## config.mk

```make
export PLATFORM = sky130hd
export DESIGN_NAME = mem_port_arbiter_flat
export DESIGN_NICKNAME = d
export VERILOG_FILES = /design/src/rtl/mem_port_arbiter_if.sv /design/src/rtl/mem_port_arbiter.sv /design/src/flat_wrapper.sv
export SDC_FILE = /design/constraint.sdc
export NUM_CORES = 1
export LEC_CHECK = 0
export ABC_CLOCK_PERIOD_IN_PS = 3050
export CAP_MARGIN = 20
export CORE_MARGIN = 3
export CORE_UTILIZATION = 40
export DETAILED_ROUTE_END_ITERATION = 16
export PLACE_DENSITY = 0.85
export SETUP_SLACK_MARGIN = 0.2
export SYNTH_ARGS = -nofsm -noshare
export SYNTH_HDL_FRONTEND = slang
export SYNTH_SLANG_ARGS = --single-unit
export TNS_END_PERCENT = 100
```

## constraint.sdc

```tcl
create_clock -name clk -period 3.05 [get_ports clk]
set_input_delay 0.61 -clock clk [delete_from_list [all_inputs] [get_ports clk]]
set_output_delay 0.61 -clock clk [all_outputs]
set_load 0.05 [all_outputs]
```

## src/rtl/mem_port_arbiter_if.sv

```systemverilog
// Requester-side and memory-side bundle for mem_port_arbiter.
// The slave modport is the arbiter's view; master is the requesters/memory view.
interface mem_port_arbiter_if #(
  parameter int NUM_REQ    = 4,
  parameter int ADDR_WIDTH = 4,
  parameter int DATA_WIDTH = 8
);
  logic [NUM_REQ-1:0]            req;
  logic [NUM_REQ-1:0]            we;
  logic [NUM_REQ*ADDR_WIDTH-1:0] addr;
  logic [NUM_REQ*DATA_WIDTH-1:0] wdata;
  logic [NUM_REQ-1:0]            gnt;
  logic [DATA_WIDTH-1:0]         rdata;
  logic [NUM_REQ-1:0]            rvalid;
  logic                          mem_en;
  logic                          mem_we;
  logic [ADDR_WIDTH-1:0]         mem_addr;
  logic [DATA_WIDTH-1:0]         mem_wdata;
  logic [DATA_WIDTH-1:0]         mem_rdata;
  logic                          busy;

  modport slave (
    input  req, we, addr, wdata, mem_rdata,
    output gnt, rdata, rvalid, mem_en, mem_we, mem_addr, mem_wdata, busy
  );

  modport master (
    output req, we, addr, wdata, mem_rdata,
    input  gnt, rdata, rvalid, mem_en, mem_we, mem_addr, mem_wdata, busy
  );
endinterface

```

## src/rtl/mem_port_arbiter.sv

```systemverilog
// Round-robin arbiter sharing one single-port token memory between NUM_REQ
// requesters. A grant is held for a burst while its requester keeps req high,
// and is forcibly released after BURST_MAX accesses so nobody starves.
// Handover to the next requester happens on the releasing edge (no bubble).
// Optional per-requester access counters: define MEM_PORT_ARBITER_STATS_EN.
module mem_port_arbiter #(
  parameter int NUM_REQ    = 4,
  parameter int ADDR_WIDTH = 4,
  parameter int DATA_WIDTH = 8,
  parameter int BURST_MAX  = 16
) (
  input  logic                   clk,
  input  logic                   rst,
`ifdef MEM_PORT_ARBITER_STATS_EN
  input  logic                   stats_clr,
  output logic [NUM_REQ*16-1:0]  grant_count,
`endif
  mem_port_arbiter_if.slave      bus
);

  localparam int IW = (NUM_REQ > 1) ? $clog2(NUM_REQ) : 1;
  localparam int CW = $clog2(BURST_MAX + 1);
  localparam logic [NUM_REQ-1:0] ONE = NUM_REQ'(1);

  typedef enum logic {IDLE, OWNED} state_t;

  state_t                state;
  logic [NUM_REQ-1:0]    gnt_q;
  logic [NUM_REQ-1:0]    rvalid_q;
  logic [IW-1:0]         own;
  logic [IW-1:0]         ptr;
  logic [CW-1:0]         bcnt;

  logic                  own_req;
  logic                  own_we;
  logic [ADDR_WIDTH-1:0] own_addr;
  logic [DATA_WIDTH-1:0] own_wdata;
  logic                  access;
  logic [CW-1:0]         bcnt_inc;
  logic                  burst_done;
  logic                  release_now;
  logic [IW-1:0]         own_plus1;
  logic [IW-1:0]         search_start;
  logic                  found;
  logic [IW-1:0]         pick;

  // Select the current owner's request, write enable, address and data slice
  always_comb begin
    own_req   = 1'b0;
    own_we    = 1'b0;
    own_addr  = '0;
    own_wdata = '0;
    for (int i = 0; i < NUM_REQ; i++) begin
      if (own == IW'(i)) begin
        own_req   = bus.req[i];
        own_we    = bus.we[i];
        own_addr  = bus.addr[i*ADDR_WIDTH +: ADDR_WIDTH];
        own_wdata = bus.wdata[i*DATA_WIDTH +: DATA_WIDTH];
      end
    end
  end

  // An access happens only while owning the port and the owner still requests
  always_comb begin
    access      = (state == OWNED) && own_req;
    bcnt_inc    = bcnt + CW'(1);
    burst_done  = access && (bcnt_inc == CW'(BURST_MAX));
    release_now = (state == OWNED) && (!own_req || burst_done);
    own_plus1   = (own == IW'(NUM_REQ - 1)) ? '0 : own + IW'(1);
  end

  // Cyclic priority search; after a release the releaser sits last in order,
  // so it only wins again when nobody else is requesting
  always_comb begin
    search_start = (state == OWNED) ? own_plus1 : ptr;
    found        = 1'b0;
    pick         = '0;
    for (int k = 0; k < NUM_REQ; k++) begin
      for (int i = 0; i < NUM_REQ; i++) begin
        if (!found && bus.req[i] && (((int'(search_start) + k) % NUM_REQ) == i)) begin
          found = 1'b1;
          pick  = IW'(i);
        end
      end
    end
  end

  // Arbitration FSM with registered grant, read-valid, pointer and burst count
  always_ff @(posedge clk or posedge rst) begin
    if (rst) begin
      state    <= IDLE;
      gnt_q    <= '0;
      rvalid_q <= '0;
      own      <= '0;
      ptr      <= '0;
      bcnt     <= '0;
    end else begin
      rvalid_q <= (access && !own_we) ? (ONE << own) : '0;
      case (state)
        IDLE: begin
          if (found) begin
            state <= OWNED;
            gnt_q <= ONE << pick;
            own   <= pick;
            bcnt  <= '0;
          end
        end
        OWNED: begin
          if (release_now) begin
            ptr  <= own_plus1;
            bcnt <= '0;
            if (found) begin
              gnt_q <= ONE << pick;
              own   <= pick;
            end else begin
              state <= IDLE;
              gnt_q <= '0;
            end
          end else if (access) begin
            bcnt <= bcnt_inc;
          end
        end
        default: begin
          state <= IDLE;
          gnt_q <= '0;
        end
      endcase
    end
  end

  // Memory-side strobes are combinational from the registered grant and inputs
  always_comb begin
    bus.gnt       = gnt_q;
    bus.rvalid    = rvalid_q;
    bus.rdata     = bus.mem_rdata;
    bus.busy      = |gnt_q;
    bus.mem_en    = access;
    bus.mem_we    = access && own_we;
    bus.mem_addr  = access ? own_addr  : '0;
    bus.mem_wdata = access ? own_wdata : '0;
  end

`ifdef MEM_PORT_ARBITER_STATS_EN
  logic [NUM_REQ*16-1:0] count_q;

  // Saturating per-requester access counters; a clear beats an increment
  always_ff @(posedge clk or posedge rst) begin
    if (rst) begin
      count_q <= '0;
    end else if (stats_clr) begin
      count_q <= '0;
    end else begin
      for (int i = 0; i < NUM_REQ; i++) begin
        if (access && (own == IW'(i)) && (count_q[i*16 +: 16] != 16'hFFFF)) begin
          count_q[i*16 +: 16] <= count_q[i*16 +: 16] + 16'd1;
        end
      end
    end
  end

  assign grant_count = count_q;
`endif

endmodule

```

## src/flat_wrapper.sv

```systemverilog
// flat-port wrapper written by rule: the top's interface ports become plain ports
module mem_port_arbiter_flat 
#(
  parameter int NUM_REQ    = 4,
  parameter int ADDR_WIDTH = 4,
  parameter int DATA_WIDTH = 8,
  parameter int BURST_MAX  = 16
)
  (clk, rst, bus_req, bus_we, bus_addr, bus_wdata, bus_mem_rdata, bus_gnt, bus_rdata, bus_rvalid, bus_mem_en, bus_mem_we, bus_mem_addr, bus_mem_wdata, bus_busy);
  mem_port_arbiter_if #(.NUM_REQ(NUM_REQ), .ADDR_WIDTH(ADDR_WIDTH), .DATA_WIDTH(DATA_WIDTH)) bus_i ();
  input  logic clk;
  input  logic rst;
  input wire logic [$bits(bus_i.req)-1:0] bus_req;
  input wire logic [$bits(bus_i.we)-1:0] bus_we;
  input wire logic [$bits(bus_i.addr)-1:0] bus_addr;
  input wire logic [$bits(bus_i.wdata)-1:0] bus_wdata;
  input wire logic [$bits(bus_i.mem_rdata)-1:0] bus_mem_rdata;
  output wire logic [$bits(bus_i.gnt)-1:0] bus_gnt;
  output wire logic [$bits(bus_i.rdata)-1:0] bus_rdata;
  output wire logic [$bits(bus_i.rvalid)-1:0] bus_rvalid;
  output wire logic [$bits(bus_i.mem_en)-1:0] bus_mem_en;
  output wire logic [$bits(bus_i.mem_we)-1:0] bus_mem_we;
  output wire logic [$bits(bus_i.mem_addr)-1:0] bus_mem_addr;
  output wire logic [$bits(bus_i.mem_wdata)-1:0] bus_mem_wdata;
  output wire logic [$bits(bus_i.busy)-1:0] bus_busy;
  assign bus_i.req = bus_req;
  assign bus_i.we = bus_we;
  assign bus_i.addr = bus_addr;
  assign bus_i.wdata = bus_wdata;
  assign bus_i.mem_rdata = bus_mem_rdata;
  assign bus_gnt = bus_i.gnt;
  assign bus_rdata = bus_i.rdata;
  assign bus_rvalid = bus_i.rvalid;
  assign bus_mem_en = bus_i.mem_en;
  assign bus_mem_we = bus_i.mem_we;
  assign bus_mem_addr = bus_i.mem_addr;
  assign bus_mem_wdata = bus_i.mem_wdata;
  assign bus_busy = bus_i.busy;
  mem_port_arbiter #(.NUM_REQ(NUM_REQ), .ADDR_WIDTH(ADDR_WIDTH), .DATA_WIDTH(DATA_WIDTH), .BURST_MAX(BURST_MAX)) u_core (.clk(clk), .rst(rst), .bus(bus_i));
endmodule
```

# == Yosys cells after proc, flatten, opt, wreduce, memory -nomap -nowiden ==
# Cells that the tools add are included.
# op_classes
n_addsub,5
eq_ne,19
shift,2
n_mux,66
bitwise_logic,4
reduce_logical,66
# ops
op,count
32-bit zero test,4
8-bit 2-to-1 mux,5
1-bit logical AND,36
2-bit 2-to-1 mux,18
4-bit 2-to-1 mux,9
1-bit 2-to-1 mux,27
"3-bit == test, second input constant",6
1-bit zero test,17
5-bit 2-to-1 mux,3
5-bit case mux with 2 select lines,1
"3-bit by 2-bit == test with 1-bit output, second input constant",3
"2-bit == test, second input constant",4
4-bit case mux with 2 select lines,1
"1-bit by 2-bit left shift with 4-bit output, first input constant",2
2-bit AND reduction,3
2-bit OR reduction,3
"5-bit by 1-bit adder with 5-bit output, second input constant",1
"5-bit == test, second input constant",1
"2-bit by 1-bit adder with 2-bit output, second input constant",2
"2-bit adder, second input constant",2
"2-bit by 1-bit == test with 1-bit output, second input constant",2
2-bit case mux with 2 select lines,1
4-bit OR reduction,1
"1-bit bitwise AND, first input constant",3
other kinds (7),7
# totals
register_bits,18
in_bits,66
output_inout_bits,31
wordCells,168

# == Longest topological paths before layout ==
# Gate-level depths: netlist (run 1).
# logic_depth
ltp_word,70
depth_mapped,10
depth_no_buf,8

# == Worst setup path before layout (run 1) ==
# OpenSTA, ideal clock, no wires.
# synth_path
path_type,reg2out
start,register u_core.own[0]
end,output port bus_mem_addr[0]
arrival_ns,2.260
t_required_ns,2.440
slack_ns,0.180
stages_incl_launch_ff,9
n_path_buf,3
cell_sequence,dfrtp_1 -> ha_1 -> buf_6 -> nand3b_1 -> a21o_1 -> a21o_1 -> buf_6 -> clkbuf_1 -> nor2_1
# synth_between
elab_chain_cells,7
word_cells_on_any_way,14
classes_between,eq/ne: 3; mux: 9; reduce/logical: 2
# synth_lines
item,line_no,rtl
"start, declared",mem_port_arbiter.sv:30,logic [IW-1:0] own;
"start signal, assigned",mem_port_arbiter.sv:104,own <= pick;
"start signal, assigned",mem_port_arbiter.sv:114,own <= pick;
2-bit zero test,mem_port_arbiter.sv:54,if (own == IW'(i)) begin
1-bit 2-to-1 mux (4 in series),mem_port_arbiter.sv:54,
1-bit logical AND,mem_port_arbiter.sv:65,access = (state == OWNED) && own_req;
4-bit 2-to-1 mux *,mem_port_arbiter.sv:139,bus.mem_addr = access ? own_addr : '0;
"end, declared",flat_wrapper.sv:23,output wire logic [$bits(bus_i.mem_addr)-1:0] bus_mem_addr;
# Every way passes the cells marked *; elsewhere a longest branch is shown, timed or not.

# == Final worst setup path (run 1) ==
# layout_path
start,register u_core.own[0]
end,output port bus_mem_wdata[4]
# layout_between
elab_chain_cells,7
word_cells_on_any_way,14
classes_between,eq/ne: 3; mux: 9; reduce/logical: 2
# layout_lines
item,line_no,rtl
2-bit zero test,mem_port_arbiter.sv:54,
1-bit 2-to-1 mux (4 in series),mem_port_arbiter.sv:54,
1-bit logical AND,mem_port_arbiter.sv:65,
8-bit 2-to-1 mux *,mem_port_arbiter.sv:140,bus.mem_wdata = access ? own_wdata : '0;
"end, declared",flat_wrapper.sv:24,output wire logic [$bits(bus_i.mem_wdata)-1:0] bus_mem_wdata;
# Marked as above.

==> results of run 1 <==
## worst paths after layout
kind,start,end,slack (ns),cells past startpoint
setup / recovery,u_core.own[0],bus_mem_wdata[4],0.25,7
hold / removal,u_core.bus.gnt[2],u_core.bus.gnt[2],0.55,2
setup reg to reg,u_core.own[0],u_core.bus.gnt[0],0.69,8
hold reg to reg,u_core.bus.gnt[2],u_core.bus.gnt[2],0.55,2
max in group asynchronous,rst,u_core.own[0],1.81,2
min in group asynchronous,rst,u_core.bus.gnt[2],0.77,2
## routing by layer
metal  vias to the layer above  wire, um  global-route usage [%]
li1                        856         -                       -
met1                       844      2144                   25.07
met5                         -         0                       0
met3                        22       225                   3.623
met2                        58      2887                   39.62
met4                         0       238                   11.93
## critical path, stage by stage (launching register included)
cell and delay, ns:
sky130_fd_sc_hd__dfrtp_2 0.45, sky130_fd_sc_hd__ha_1 0.25, sky130_fd_sc_hd__buf_4 0.21, sky130_fd_sc_hd__nand3b_1 0.17, sky130_fd_sc_hd__a21o_1 0.24, sky130_fd_sc_hd__a21o_4 0.28
sky130_fd_sc_hd__nor2_2 0.19, sky130_fd_sc_hd__buf_12 0.16
## cell usage after synthesis, drive strengths merged
cell and count:
o21ai 7, and3 1, o211ai 1, o2bb2ai 2
a21bo 1, o211a 2, a221oi 12, o31ai 1
clkbuf 9, o21bai 1, or2 1, nor3b 2
a31oi 1, dfrtp 18, a21o 4, o32ai 2
xor2 2, mux2i 2, o22ai 3, a211oi 4
xnor2 1, nand2 12, ha 6, inv 9
nand4 1, nor3 12, or3b 1, nor2b 15
mux2 2, or3 1, a21oi 18, or4 1
a21boi 1, nor2 18, nand2b 2, nand3b 2
buf 12, nand3 3, and2 3, o2111ai 1
a32o 1
## kinds of logic after synthesis
kind of cell / synth area share (%)
compound gates: 27.86
xor+xnor: 1.643
fa+ha+maj: 4.695
buf+inv: 10.41
flops: 28.17
mux: 2.895
simple gates: 24.34
## through the flow
| stage | total power, mW | setup slack [ns] | util, % |
|---|---|---|---|
| after floorplan | 1.988 | 0.1796 | - |
| after global placement | 2.818 | 0.1178 | 67.31 |
| after detailed placement | 2.859 | 0.1059 | 67.31 |
| after CTS | 3.065 | 0.1861 | 68.82 |
| after global routing | 3.409 | 0.1846 | 70.45 |
| final | 3.208 | 0.2476 | 70.45 |
## power by group through the flow
stage / registers (mW) / clock network, mW / logic [mW]
3_5_place_dp: 0.391 / 0 / 2.47
3_3_place_gp: 0.384 / 0 / 2.43
5_1_grt: 0.395 / 0.176 / 2.84
2_1_floorplan: 0.508 / 0 / 1.48
4_1_cts: 0.387 / 0.167 / 2.51
6_report: 0.385 / 0.163 / 2.66
## cell type report
cell class,count,area [um^2],area share [%]
Multi-Input combinational cell,151,1050,39.80
Timing Repair Buffer,88,1001,37.95
Sequential cell,18,451.7,17.13
Tap cell,48,60.06,2.277
Clock buffer,3,41.29,1.565
Inverter,9,33.78,1.281
## registers in the layout, indices dropped and copies added (netlist names)
name / count
u_core.bcnt: 5
u_core.bus.gnt: 4
u_core.bus.rvalid: 4
u_core.own: 2
u_core.ptr: 2
u_core.state: 1
## timing repair
| action | CTS | global route |
|---|---|---|
| gates cloned | 0 | 1 |
| resized for setup | 5 | 15 |
| setup buffers | 0 | 1 |
| pin swaps | 0 | 2 |
| setup endpoints to repair | 14 | 13 |
==> impl_summary.txt, run 1 <==
----------------------------------------------------
[Detailed routing]
  Via total after detailed routing ... 1780
  WL per Instance ... 17.33 um
  Total iterations of the first detailed-routing run ... 4
  Final antenna-violating net count ... 0
  Number of violations reported at the end of detailed-routing iteration 0 ... 74
  Post-detailed-route via-to-cell ratio ... 5.615
  Detailed-route DRC error count ... 0
  Wire length after detailed routing ... 5494 um

[Timing]
  Relative max-transition margin ... 54.75%
  Unrepaired setup endpoints after global routing ... yes
  Achievable clock frequency ... 356.8 MHz
  Post-route clock period utilization ... around nine tenths
  Final critical delay including setup and external delays ... 2.802 ns
  Endpoints failing hold ... 0
  Total negative setup slack ... 0 ns
  Worst clock skew ... around 0.0012 ns
  Setup violators final ... 0
  Worst hold slack after final layout ... 0.5511 ns
  Max Transition Viols Final ... 0
  Slew of the pin with the lowest slew margin ... 0.6781 ns

[Layout]
  Total inserted antenna cells ... 0
  Final std cells w/o fill ... 317
  Leading cell type in the layout, fill and taps excluded ... sky130_fd_sc_hd__clkdlybuf4s50_1
  Number of nets in the layout ... roughly 340
  Summed area of non-filler cells in the final layout ... 2638 um^2
  Share of post-route cells with drive strength above 1 ... 19.33%
  Commonest cells after routing, fill and taps aside ... sky130_fd_sc_hd__clkdlybuf4s50_1 (66), sky130_fd_sc_hd__a21oi_1 (18), sky130_fd_sc_hd__dfrtp_1 (17)
  Filler instances ... 287
  Syn-to-layout area delta ... 64.95%

[Global routing]
  Number of antenna violations at the first check in global routing ... 0
  Overflow left after global routing ... 0
  Via count of the first global-routing pass ... 1864
  Pin count of the biggest net entering global routing ... 30
  All-Layer GR Usage ... 22.22%
  Wire length of the first global-routing pass ... 8797 um

[CTS]
  Number of hold-repair buffers added at the cts stage ... 0
  Clk_lat worst skew ... 0.25 ns
  H-tree levels ... 1
  Clock edge transition at the registers on the reported setup and hold paths ... 0.07 ns
  Maximum count of clock buffers along a single path ... 2
  TritonCTS buffer count ... 3
  Cell chosen for the clock root ... sky130_fd_sc_hd__clkbuf_8
  TritonCTS clock tree ... done
  TritonCTS Sinks ... 18

[Synthesis]
  Number of unique standard cell types used by synthesis ... 48
  Biggest area contributors in the synthesized netlist ... sky130_fd_sc_hd__dfrtp_1 (28%), sky130_fd_sc_hd__a221oi_1 (6.6%), sky130_fd_sc_hd__nor2b_1 (5.9%)
  Warnings from Yosys ... 0
  Flip-flop and latch count after synthesis ... 18
  Post-Synthesis Mean Instance Area ... 8.076 um^2
  Syn Nets ... 270
  Post-synthesis sequential area ratio ... between 20 and 30%
  Number of instances in the synthesized netlist ... 198
  Share of Yosys cell area claimed by the top area cell type ... around 28%
  Most area-hungry cell type in the Yosys netlist ... sky130_fd_sc_hd__dfrtp_1
  Combined area of all synthesized cells ... about 1600 um^2

[Pwr]
  Worst voltage drop across the vdd grid ... 0.0007393 V
  Fraction of power consumed by combinational cells ... 82.9%
  Switching part of the total power ... 51.64%
  Proportion of power drawn by the clock network ... 5.1%
  Lkg Pwr ... 1.066 nW
  Relative contribution of sequential cells to total power ... 12.0%
  Reported net switching power ... 1.657 mW
  Cell-internal power ... between 1.5 and 2 mW
  Power density of the placed cells ... 1216 nW/um^2

[Setup path]
  Kind of critical path ... reg -> out
  Type of element capturing the critical path ... output port
  Signal arrival time at the worst endpoint ... about 2.2 ns
  Maximum fanout count along the critical path ... 17
  Launching element type of the critical path ... flip-flop
  Required time of the critical path ... about 2.4 ns

[Die]
  Number of top-level pins ... 97
  Horiz. Die Dim ... 69.23 um
  Floorplan row count ... 22
  Die boundary height ... 69.23 um
  Effective utilization at floorplan ... between 40 and 50%
  Core area ... 3744 um^2
  Full die area ... 4792 um^2

[Placement]
  Gpl congestion ... 0.8768
  Port Buffers ... 80
  Post-detail-place hpwl ... about 4200 um
  Cell area after placement ... 2520 um^2
  Number of placed cells counting well taps ... between 300 and 400

[Run status]
  Result of the run ... complete, no violations

[Run]
  Number of maximum-capacitance violations ... 0

[Hold path]
  Worst min path class ... reg -> reg

----------------------------------------------------
Power figures use the tool's default switching activity.
==> run 2, diff against run 1 <==
--- a/config.mk
+++ b/config.mk
@@ -7,7 +7,7 @@
 export LEC_CHECK = 0
 export ABC_CLOCK_PERIOD_IN_PS = 3050
 export CAP_MARGIN = 20
-export CORE_MARGIN = 3
+export CORE_MARGIN = 5
 export CORE_UTILIZATION = 40
 export DETAILED_ROUTE_END_ITERATION = 16
 export PLACE_DENSITY = 0.85
==> run 2 against run 1 <==
Maximum frequency shrank 0.37%. Count of clock-buffer cells in the layout unchanged. Non-clock buffer count is 6 higher. Total power decreased by 0.11%. Global-route usage fell by 3.9 points. Combinational power barely moved. Via count rose by 0.79%. Critical path type unchanged. Largest power group unchanged.
==> impl_summary.txt, run 2 (synthesized netlist as in run 1, its figures left out) <==
----------------------------------------------------
[Layout]
  Final std cells w/o fill ... 324 (was 317)
  Number of nets in the layout ... 348 (was 343)
  Leading cell type in the layout, fill and taps excluded ... sky130_fd_sc_hd__clkdlybuf4s50_1 (unchanged)
  Commonest cells after routing, fill and taps aside ... sky130_fd_sc_hd__clkdlybuf4s50_1 (66), sky130_fd_sc_hd__a21oi_1 (18), sky130_fd_sc_hd__dfrtp_1 (17) (unchanged)
  Flip-flop count of the largest register, all copies and words added ... 5 (unchanged)
  Total inserted antenna cells ... 0 (unchanged)
  Share of post-route cells with drive strength above 1 ... 18.98% (was 19.33%)
  Syn-to-layout area delta ... 66.59% (was 64.95%)
  Final design utilization ... 67.57% (was 70.45%)
  Most flops, register ... u_core.bcnt (unchanged)
  Summed area of non-filler cells in the final layout ... 2664 um^2 (was 2638 um^2)

[Timing]
  Total negative setup slack ... 0 ns (unchanged)
  Max Transition Viols Final ... 0 (unchanged)
  Setup violators final ... 0 (unchanged)
  Slew of the pin with the lowest slew margin ... 0.6937 ns (was 0.6781 ns)
  Smallest setup slack after layout ... 0.2373 ns (was 0.2476 ns)
  Worst clock skew ... 0.001582 ns (was 0.001170 ns)
  Final critical delay including setup and external delays ... 2.813 ns (was 2.802 ns)
  Achievable clock frequency ... 355.5 MHz (was 356.8 MHz)
  Relative max-transition margin ... 53.70% (was 54.75%)
  Endpoints failing hold ... 0 (unchanged)
  Post-route clock period utilization ... 92.22% (was 91.88%)
  Worst hold slack after final layout ... 0.5471 ns (was 0.5511 ns)
  Unrepaired setup endpoints after global routing ... yes (unchanged)

[Detailed routing]
  Number of violations reported at the end of detailed-routing iteration 0 ... 67 (was 74)
  Detailed-route DRC error count ... 0 (unchanged)
  Wire length after detailed routing ... 5500 um (was 5494 um)
  Final antenna-violating net count ... 0 (unchanged)
  Post-detailed-route via-to-cell ratio ... 5.537 (was 5.615)
  Total iterations of the first detailed-routing run ... 4 (unchanged)
  WL per Instance ... 16.98 um (was 17.33 um)
  Via total after detailed routing ... 1794 (was 1780)

[Placement]
  Cell area after placement ... 2530 um^2 (was 2520 um^2)
  Gpl congestion ... 0.8993 (was 0.8768)
  Number of placed cells counting well taps ... 315 (was 312)
  Pre-CTS setup slack ... 0.1579 ns (was 0.1059 ns)
  Port Buffers ... 80 (unchanged)
  Post-detail-place hpwl ... 4194 um (was 4173 um)

[Global routing]
  Pin count of the biggest net entering global routing ... 30 (unchanged)
  Overflow left after global routing ... 0 (unchanged)
  Number of antenna violations at the first check in global routing ... 0 (unchanged)
  Wire length of the first global-routing pass ... 7852 um (was 8797 um)
  All-Layer GR Usage ... 18.37% (was 22.22%)
  Via count of the first global-routing pass ... 1639 (was 1864)

[Setup path]
  Flop-to-flop setup slack ... 0.89 ns (was 0.69 ns)
  Number of stages on the worst setup path ... 10 (was 7)
  FF-to-FF path depth ... 7 (was 8)
  Crit path max-delay family ... buffers and inverters (was compound AO/OA/AOI/OAI gates)
  Maximum fanout count along the critical path ... 6 (was 17)
  Buf/Inv on CP ... 4 (was 2)
  Crit path max-delay cell type ... sky130_fd_sc_hd__dfrtp_1 (was sky130_fd_sc_hd__dfrtp_2)
  Required time of the critical path ... 2.44 ns (about the same)
  Kind of critical path ... reg -> out (unchanged)
  Slowest stage delay, CP ... 0.38 ns (was 0.45 ns)
  R2R Path End ... u_core.bus.gnt[0] (unchanged)
  CP cell instances ... inv_1 > ha_1 > buf_6 > nor2b_2 > buf_2 > a221oi_1 > nor3_1 > a21oi_1 > nor2_1 > buf_12 (was ha_1 > buf_4 > nand3b_1 > a21o_1 > a21o_4 > nor2_2 > buf_12)
  Crit Reg-Reg Startpoint ... u_core.own[0] (unchanged)
  Type of element capturing the critical path ... output port (unchanged)
  Launch point of the critical path ... u_core.own[1] (was u_core.own[0])
  Signal arrival time at the worst endpoint ... 2.20 ns (was 2.19 ns)
  Launching element type of the critical path ... flip-flop (unchanged)
  Worst setup path endpoint ... bus_mem_addr[0] (was bus_mem_wdata[4])

[Die]
  Effective utilization at floorplan ... 40.56% (was 42.71%)
  Core area ... 3943 um^2 (was 3744 um^2)
  Floorplan row count ... 23 (was 22)
  Number of top-level pins ... 97 (unchanged)
  Full die area ... 5362 um^2 (was 4792 um^2)
  Horiz. Die Dim ... 73.23 um (was 69.23 um)
  Die boundary height ... 73.23 um (was 69.23 um)

[Pwr]
  Lkg Pwr ... 1.092 nW (was 1.066 nW)
  Worst voltage drop across the vdd grid ... 0.0005374 V (was 0.0007393 V)
  Power density of the placed cells ... 1203 nW/um^2 (was 1216 nW/um^2)
  Total power ... 3.204 mW (was 3.208 mW)

[CTS]
  Cell chosen for the clock root ... sky130_fd_sc_hd__clkbuf_8 (unchanged)
  TritonCTS Sinks ... 18 (unchanged)
  Number of hold-repair buffers added at the cts stage ... 0 (unchanged)
  Clock edge transition at the registers on the reported setup and hold paths ... 0.06 ns (was 0.07 ns)
  H-tree levels ... 1 (unchanged)
  TritonCTS buffer count ... 3 (unchanged)
  TritonCTS clock tree ... done (unchanged)
  Maximum count of clock buffers along a single path ... 2 (unchanged)
  Clk_lat worst skew ... 0.25 ns (about the same)

[Run]
  Number of maximum-capacitance violations ... 0 (unchanged)

[Hold path]
  Worst min path class ... reg -> reg (unchanged)
  Worst Min Path Start ... u_core.bus.gnt[2] (unchanged)

[Run status]
  Result of the run ... complete, no violations (unchanged)

----------------------------------------------------
==> run 2: worst register-to-register path, cell delays in order, from the launching register on <==
cell,delay [ns]
sky130_fd_sc_hd__dfrtp_2,0.44
sky130_fd_sc_hd__ha_1,0.25
sky130_fd_sc_hd__buf_4,0.25
sky130_fd_sc_hd__or3b_4,0.44
sky130_fd_sc_hd__a211oi_2,0.19
sky130_fd_sc_hd__o21ai_1,0.10
sky130_fd_sc_hd__o211a_1,0.17
sky130_fd_sc_hd__o32ai_1,0.22
==> run 2: final cells by class <==
class | instances | area, um^2
clock buffer | 3 | 41.29
sequential | 18 | 451.7
timing repair buffer | 94 | 1055
fill | 300 | 1279
inverter | 9 | 33.78
tap | 50 | 62.56
multi-input combinational | 150 | 1020
==> run 2: how the worst min path moves through the flow <==
stage / to / cells after the start / slack (ns)
floorplan: u_core.bcnt[0] / 1 / 0.51
global placement: u_core.bcnt[1] / 1 / 0.53
detailed placement: u_core.bus.gnt[2] / 2 / 0.53
CTS: u_core.bus.gnt[2] / 2 / 0.55
global route: u_core.bcnt[1] / 1 / 0.59
finish: u_core.bus.gnt[2] / 2 / 0.55
==> run 2: repair_timing <==
| action | in CTS | in global routing |
|---|---|---|
| pin swaps | 0 | 2 |
| resized for setup | 2 | 13 |
| buffers inserted | 0 | 5 |
| gates cloned | 0 | 1 |
| setup endpoints to repair | 10 | 13 |
==> run 2: routing by layer <==
metal  vias to the layer above  GRT usage [%]  share of wire (%)
li1                        862              -                  -
met1                       848          22.34                 38
met2                        70          32.97                 54
met3                        14          3.168                6.0
met4                         0          4.918                2.0
met5                         -              0                  0
==> run 2: report_power, final <==
group          total, mW  leakage [nW]  internal, mW  switching (mW)
Combinational       2.66         0.840          1.17            1.49
Sequential         0.385         0.230         0.324          0.0611
Clock              0.161        0.0216        0.0875          0.0733
==> run 3, diff against run 2 <==
--- a/config.mk
+++ b/config.mk
@@ -9,9 +9,11 @@
 export CAP_MARGIN = 20
 export CORE_MARGIN = 5
 export CORE_UTILIZATION = 40
+export CTS_BUF_LIST = sky130_fd_sc_hd__clkbuf_8
 export DETAILED_ROUTE_END_ITERATION = 16
 export PLACE_DENSITY = 0.85
 export SETUP_SLACK_MARGIN = 0.2
+export SKIP_LAST_GASP = 1
 export SYNTH_ARGS = -nofsm -noshare
 export SYNTH_HDL_FRONTEND = slang
 export SYNTH_SLANG_ARGS = --single-unit
==> results of run 3 <==
Final layout, timing and power as in run 2 (identical DEF).
